[config.mk]
export PLATFORM = sky130hd
export DESIGN_NAME = spi_target
export DESIGN_NICKNAME = d
export VERILOG_FILES = /design/src/rtl/spi_pkg.sv /design/src/rtl/spi_sync_edge.sv /design/src/rtl/spi_target.sv
export SDC_FILE = /design/constraint.sdc
export NUM_CORES = 1
export LEC_CHECK = 0
export CAP_MARGIN = 0
export CORE_ASPECT_RATIO = 1.5
export CORE_MARGIN = 2
export CORE_UTILIZATION = 40
export DETAILED_ROUTE_END_ITERATION = 6
export GPL_TIMING_DRIVEN = 1
export PLACE_DENSITY = 0.64
export SETUP_SLACK_MARGIN = 0.15
export SYNTH_ARGS = -nofsm -noshare
export SYNTH_HDL_FRONTEND = slang
export SYNTH_SLANG_ARGS = --single-unit
[constraint.sdc]
create_clock -name clk -period 2 [get_ports clk]
set_input_delay 0.4 -clock clk [delete_from_list [all_inputs] [get_ports clk]]
set_output_delay 0.4 -clock clk [all_outputs]
set_load 0.01 [all_outputs]
[src/rtl/spi_pkg.sv]
// Shared definitions for the SPI target: frame FSM states and the default frame length.
package spi_pkg;

    localparam int DEFAULT_DATA_WIDTH = 16;

    typedef enum logic [1:0] {
        IDLE  = 2'd0,
        SHIFT = 2'd1,
        DONE  = 2'd2
    } spi_state_t;

endpackage

[src/rtl/spi_sync_edge.sv]
// Multi-flop synchronizer for one asynchronous input, with rise/fall detection on the synchronized level.
module spi_sync_edge
    import spi_pkg::*;
#(
    parameter int   STAGES    = 2,
    parameter logic RESET_VAL = 1'b0
) (
    input  logic clk,
    input  logic rst,
    input  logic din,
    output logic level,
    output logic rise,
    output logic fall
);

    logic [STAGES-1:0] chain;
    logic              prev;
    logic [STAGES:0]   warm;

    // Edges are suppressed until the chain holds real samples, so an input already
    // sitting away from RESET_VAL when reset releases does not look like a new edge.
    always_ff @(posedge clk) begin
        if (rst) begin
            chain <= {STAGES{RESET_VAL}};
            prev  <= RESET_VAL;
            warm  <= '0;
        end else begin
            chain <= {chain[STAGES-2:0], din};
            prev  <= chain[STAGES-1];
            warm  <= {warm[STAGES-1:0], 1'b1};
        end
    end

    assign level = chain[STAGES-1];
    assign rise  = warm[STAGES] & level & ~prev;
    assign fall  = warm[STAGES] & ~level & prev;

endmodule

[src/rtl/spi_target.sv]
// SPI target (slave) with CPOL/CPHA/bit-order selection, a one-word TX holding register
// and a one-word RX output register, all running on the system clock.
module spi_target
    import spi_pkg::*;
#(
    parameter int DATA_WIDTH  = DEFAULT_DATA_WIDTH,
    parameter int SYNC_STAGES = 2
) (
    input  logic                  clk,
    input  logic                  rst,
    input  logic                  cpol,
    input  logic                  cpha,
    input  logic                  msb_first,
    input  logic                  spi_sck,
    input  logic                  spi_cs_n,
    input  logic                  spi_mosi,
    output logic                  spi_miso,
    output logic                  spi_miso_oe,
    input  logic [DATA_WIDTH-1:0] tx_data,
    input  logic                  tx_valid,
    output logic                  tx_ready,
    output logic [DATA_WIDTH-1:0] rx_data,
    output logic                  rx_valid,
    input  logic                  rx_ready,
    output logic                  tx_underrun,
    output logic                  rx_overrun,
    output logic                  frame_abort,
    output logic                  frame_done
);

    localparam int CNT_W = $clog2(DATA_WIDTH + 1);
    localparam logic [CNT_W-1:0] LAST_BIT = CNT_W'(DATA_WIDTH - 1);
    localparam logic [CNT_W-1:0] FULL_CNT = CNT_W'(DATA_WIDTH);

    spi_state_t            state;
    logic                  sck_s, sck_rise, sck_fall;
    logic                  cs_s, cs_rise, cs_fall;
    logic [SYNC_STAGES-1:0] mosi_chain;
    logic                  mosi_s;
    logic                  cpol_l, cpha_l, msb_l;
    logic                  skip_shift;
    logic [CNT_W-1:0]      bit_cnt;
    logic [DATA_WIDTH-1:0] tx_shift, hold, rx_shift, rx_next;
    logic                  hold_full;
    logic                  sck_edge, lead_edge, trail_edge;
    logic                  active, sample_edge, shift_edge, frame_complete;
    logic                  frame_start, tx_take;

    spi_sync_edge #(.STAGES(SYNC_STAGES), .RESET_VAL(1'b0)) u_sck_sync (
        .clk(clk), .rst(rst), .din(spi_sck),
        .level(sck_s), .rise(sck_rise), .fall(sck_fall)
    );

    spi_sync_edge #(.STAGES(SYNC_STAGES), .RESET_VAL(1'b1)) u_cs_sync (
        .clk(clk), .rst(rst), .din(spi_cs_n),
        .level(cs_s), .rise(cs_rise), .fall(cs_fall)
    );

    always_ff @(posedge clk) begin
        if (rst) mosi_chain <= '0;
        else     mosi_chain <= {mosi_chain[SYNC_STAGES-2:0], spi_mosi};
    end

    assign mosi_s = mosi_chain[SYNC_STAGES-1];

    // Leading edge = sck just moved away from the latched idle level.
    assign sck_edge       = sck_rise | sck_fall;
    assign lead_edge      = sck_edge & (sck_s != cpol_l);
    assign trail_edge     = sck_edge & (sck_s == cpol_l);
    assign active         = (state == SHIFT) & ~cs_s & ~cs_rise;
    assign sample_edge    = active & (cpha_l ? trail_edge : lead_edge);
    assign shift_edge     = active & (cpha_l ? lead_edge : trail_edge);
    assign frame_complete = sample_edge & (bit_cnt == LAST_BIT);
    assign frame_start    = (state == IDLE) & cs_fall;
    assign tx_take        = tx_valid & tx_ready;
    assign rx_next        = msb_l ? {rx_shift[DATA_WIDTH-2:0], mosi_s}
                                  : {mosi_s, rx_shift[DATA_WIDTH-1:1]};

    assign tx_ready    = ~hold_full;
    assign spi_miso_oe = (state != IDLE);
    assign spi_miso    = spi_miso_oe & (msb_l ? tx_shift[DATA_WIDTH-1] : tx_shift[0]);

    always_ff @(posedge clk) begin
        if (rst) begin
            state       <= IDLE;
            cpol_l      <= 1'b0;
            cpha_l      <= 1'b0;
            msb_l       <= 1'b0;
            skip_shift  <= 1'b0;
            bit_cnt     <= '0;
            tx_shift    <= '0;
            hold        <= '0;
            hold_full   <= 1'b0;
            rx_shift    <= '0;
            rx_data     <= '0;
            rx_valid    <= 1'b0;
            tx_underrun <= 1'b0;
            rx_overrun  <= 1'b0;
            frame_abort <= 1'b0;
            frame_done  <= 1'b0;
        end else begin
            tx_underrun <= 1'b0;
            rx_overrun  <= 1'b0;
            frame_abort <= 1'b0;
            frame_done  <= 1'b0;

            // A word offered in the frame-start cycle goes straight into the shifter.
            if (tx_take && !frame_start) begin
                hold      <= tx_data;
                hold_full <= 1'b1;
            end

            case (state)
                IDLE: begin
                    if (cs_fall) begin
                        state      <= SHIFT;
                        cpol_l     <= cpol;
                        cpha_l     <= cpha;
                        msb_l      <= msb_first;
                        skip_shift <= cpha;
                        bit_cnt    <= '0;
                        rx_shift   <= '0;
                        if (hold_full) begin
                            tx_shift  <= hold;
                            hold_full <= 1'b0;
                        end else if (tx_valid) begin
                            tx_shift <= tx_data;
                        end else begin
                            tx_shift    <= '0;
                            tx_underrun <= 1'b1;
                        end
                    end
                end
                SHIFT: begin
                    if (cs_rise) begin
                        state       <= IDLE;
                        frame_abort <= 1'b1;
                        rx_shift    <= '0;
                    end else begin
                        if (sample_edge) begin
                            rx_shift <= rx_next;
                            if (bit_cnt != FULL_CNT) bit_cnt <= bit_cnt + 1'b1;
                            if (frame_complete) begin
                                state      <= DONE;
                                frame_done <= 1'b1;
                            end
                        end
                        if (shift_edge) begin
                            if (skip_shift) skip_shift <= 1'b0;
                            else            tx_shift   <= msb_l ? (tx_shift << 1) : (tx_shift >> 1);
                        end
                    end
                end
                DONE: begin
                    if (cs_rise) state <= IDLE;
                end
                default: state <= IDLE;
            endcase

            // A consumer read in the completion cycle frees the slot for the new word.
            if (frame_complete) begin
                if (!rx_valid || rx_ready) begin
                    rx_data  <= rx_next;
                    rx_valid <= 1'b1;
                end else begin
                    rx_overrun <= 1'b1;
                end
            end else if (rx_valid && rx_ready) begin
                rx_valid <= 1'b0;
            end
        end
    end

endmodule
==> impl_results.md <==
- Pre-CTS WS: -0.0184 ns
- Via/cell ratio: between 5 and 6
- Worst min path class: register to register
- Final hold violation count: 0
- Mapped Area: 4610 um^2
- WP data arrival: approximately 2.1 ns
- Count leader, synth: dfxtp_1
- H-tree Lvls: 3
- Met3 Use GR: 0.0373
- Sw Share: 0.231
- Critical Path Sink Type: register
- Setup crit start kind: register
- Pwr/cell area: 670 nW/um^2
- Achievable Freq: 0.542 GHz
- CTS buffer count: 9
- Io pins: 50
- Min Tclk post-route: 1.85 ns
- Routed vias: 3,933
- Ant. Diodes: 0
- P_sw: 0.905 mW
- Slew headroom: 0.764
- R2R setup slack: 0.15 ns
- Count of cell types in the netlist: 43
- Vias in the first global route: 3,958
- Final setup violation count: 0
- Main synth FF type: dfxtp_1
- Layout net count: 583
- Met2 GRT Util: 0.330
- Outcome: completed
- Clock transition at the registers of the reported paths: around 0.06 ns
- Sequential power share: 0.481
- Post-synthesis register bit count: 92
- Cell Int Power: approximately 3 mW
- Share of cells above drive strength 1: 0.165
- Unrepaired setup endpoints after global routing: yes
- Max VDD drop: 0.410 mV
- CTS tree: yes
- Syn Inst Count: 505
- Final period util: 0.923
- WL per Instance: about 16 um
- Gr usage total: 0.188
- Max cap viols: 0
- Setup TNS: 0 ns
- CP Max Fanout: 8
- Worst path cell trace: ha_4 > and3_4 > ha_4 > nand3_4 > nor3_4 > clkbuf_16 > mux2_4
- PortBufs: 49
- Slew Viols, Final: 0
- Post-synthesis sequential area ratio: 0.399
- Grt ovf: 0
- Core Area: 11,400 um^2
- Top area cells in the synthesized netlist: dfxtp_1 40%, mux2i_1 14%, a21oi_1 4.2%, nor2b_1 3.9%, mux2_2 3.7%
- Layout Area Growth over Synthesis: 26.6%
- First-pass GRT wire length: 18,800 um
- Routability Congestion: 0.840
- DR pass1 iterations: 5
- Largest area contributor in the synthesized netlist: dfxtp_1
- Synth top cells by count: 92 x dfxtp_1, 65 x mux2i_1, 41 x nor2_1, 39 x a21oi_1, 32 x nand2_1
- Grt met1 use: 0.225
- Chip Width: 91.7 um
- Ys Warns: 0
- Combinational share of power: 0.075
- Worst-skew pair later-pin latency: 0.35 ns
- Initial Util: 0.406
- WP data required: roughly 2.2 ns
- Final WL: 11,500 um
- Clock tree buffer depth: 2
- Clk pwr share: 0.444
- Pleak: 2.28 nW
- Number of DRC markers in iteration 0: 181
- Critical path class: register to register
- DRC: 0
- Fillers: 1,068
- Slowest stage cell, crit path: dfxtp_4
- Setup slack after layout: 0.154 ns
- Clock Skew: 0.00521 ns
- Average cell area after synthesis: about 9.1 um^2
- FP Rows: 48
- GR peak layer: met2
- Most frequent cell on the critical path: ha_4
- Clk root buf: clkbuf_16
- Die area: 12,400 um^2
- Syn Nets: 534
- Post-synth EDFFs: 0
- Top cell type's share of synthesized area: 0.399
- CTS Sinks: 92
- Die H: around 140 um
- Largest net degree at the start of global routing: 64
- Initial antenna violation count: 0
- Worst path max stage delay: about 0.37 ns
- Asr flop ratio synth: 0
- Post-DP HPWL: 7470 um
- DRT antenna net count: 0
- Slew @ Worst Pin: 0.354 ns
-- power by group through the flow --
| stage | Sequential, mW | Combinational (mW) | Clock (mW) |
|---|---|---|---|
| CTS | 1.88 | 0.293 | 1.78 |
| global route | 1.89 | 0.319 | 1.86 |
| global placement | 1.92 | 0.289 | 0 |
| finish | 1.88 | 0.293 | 1.74 |
| detailed placement | 1.93 | 0.291 | 0 |
| floorplan | 1.92 | 0.172 | 0 |
-- worst max-delay path: cells and delay by family, from the launching register on --
family                   cells  cell delay [ns]
multiplexers                 1             0.30
adder cells (fa/ha/maj)      2             0.27
flip-flops                   1             0.37
buffers and inverters        1             0.25
AND/OR/NAND/NOR              3             0.53
-- registers in the layout (all words and copies together) (netlist names), 3 cells and up --
| signal | count |
|---|---|
| hold | 16 |
| rx_data | 16 |
| rx_shift | 16 |
| tx_shift | 16 |
| bit_cnt | 5 |
| u_cs_sync.warm | 3 |
-- placed cells by master (no fill, tap or decap), drive strengths merged, types with 4 or more instances in the layout --
master	Yosys	layout
nand2b	5	5
o311ai	4	4
clkbuf	27	12
nand4	21	21
inv	7	8
a211o	16	16
nand2	32	32
nand3b	4	4
nor2	41	41
buf	19	35
nand3	23	23
clkdlybuf4s50	0	47
a21oi	40	40
mux2	17	17
nor2b	29	29
dfxtp	92	92
mux2i	65	65
nor3b	18	18
a221o	16	16
-- per-layer routing --
| layer | share of wire | wire (um) | vias up |
|---|---|---|---|
| li1 | - | - | 1922 |
| met3 | 0.035 | 403 | 16 |
| met2 | 0.51 | 5800 | 91 |
| met5 | 0 | 0 | - |
| met4 | 0.018 | 208 | 0 |
| met1 | 0.44 | 5050 | 1904 |
-- per-stage QoR --
stage	power, mW	utilization	cell area (um^2)	hold slack [ns]	cells
6_report	3.91	0.514	5840	0.414	709
5_1_grt	4.07	0.514	5840	0.424	709
4_1_cts	3.96	0.498	5660	0.418	702
3_5_place_dp	2.22	0.471	5350	0.402	686
3_3_place_gp	2.21	0.471	5350	0.397	686
2_1_floorplan	2.09	-	4640	0.389	505
-- final timing paths --
path / cells past startpoint / startpoint / end
setup / recovery: 7 / bit_cnt[1] / rx_data[1]
hold / removal: 1 / u_cs_sync.chain[0] / u_cs_sync.chain[1]
hold reg to reg: 1 / u_cs_sync.chain[0] / u_cs_sync.chain[1]
setup reg to reg: 7 / bit_cnt[1] / rx_data[1]
-- final cells by class --
class                   instances  area, um^2  share of cell area
clock inverters                 5        60.1              0.0103
well taps                     150         188              0.0321
flip-flops and latches         92        1860               0.318
inverters                       8        30.0             0.00514
clock buffers                  11         243              0.0416
repair buffers                 84         802               0.137
multi-input cells             359        2660               0.455
-- what timing repair did --
action,in CTS,in global routing
resized for setup,5,26
endpoints found under the hold margin,0,0
gates cloned,0,1
hold buffers,0,0
endpoints found under the setup margin,5,36
pin swaps,0,4
buffers inserted,0,6
-- logic make-up (layout without fill, tap and decap cells) --
kind of cell             Yosys count  after routing  synth area share
flip-flops                        92             92             0.399
XOR/XNOR                           1              1           0.00353
buffers and inverters             54            108            0.0529
adder cells (fa/ha/maj)            3              3           0.00814
multiplexers                      82             82             0.184
AND/OR/NAND/NOR                  187            187             0.217
AO/OA/AOI/OAI                     86             86             0.135
Note: power is estimated with default switching activity, not from simulation.
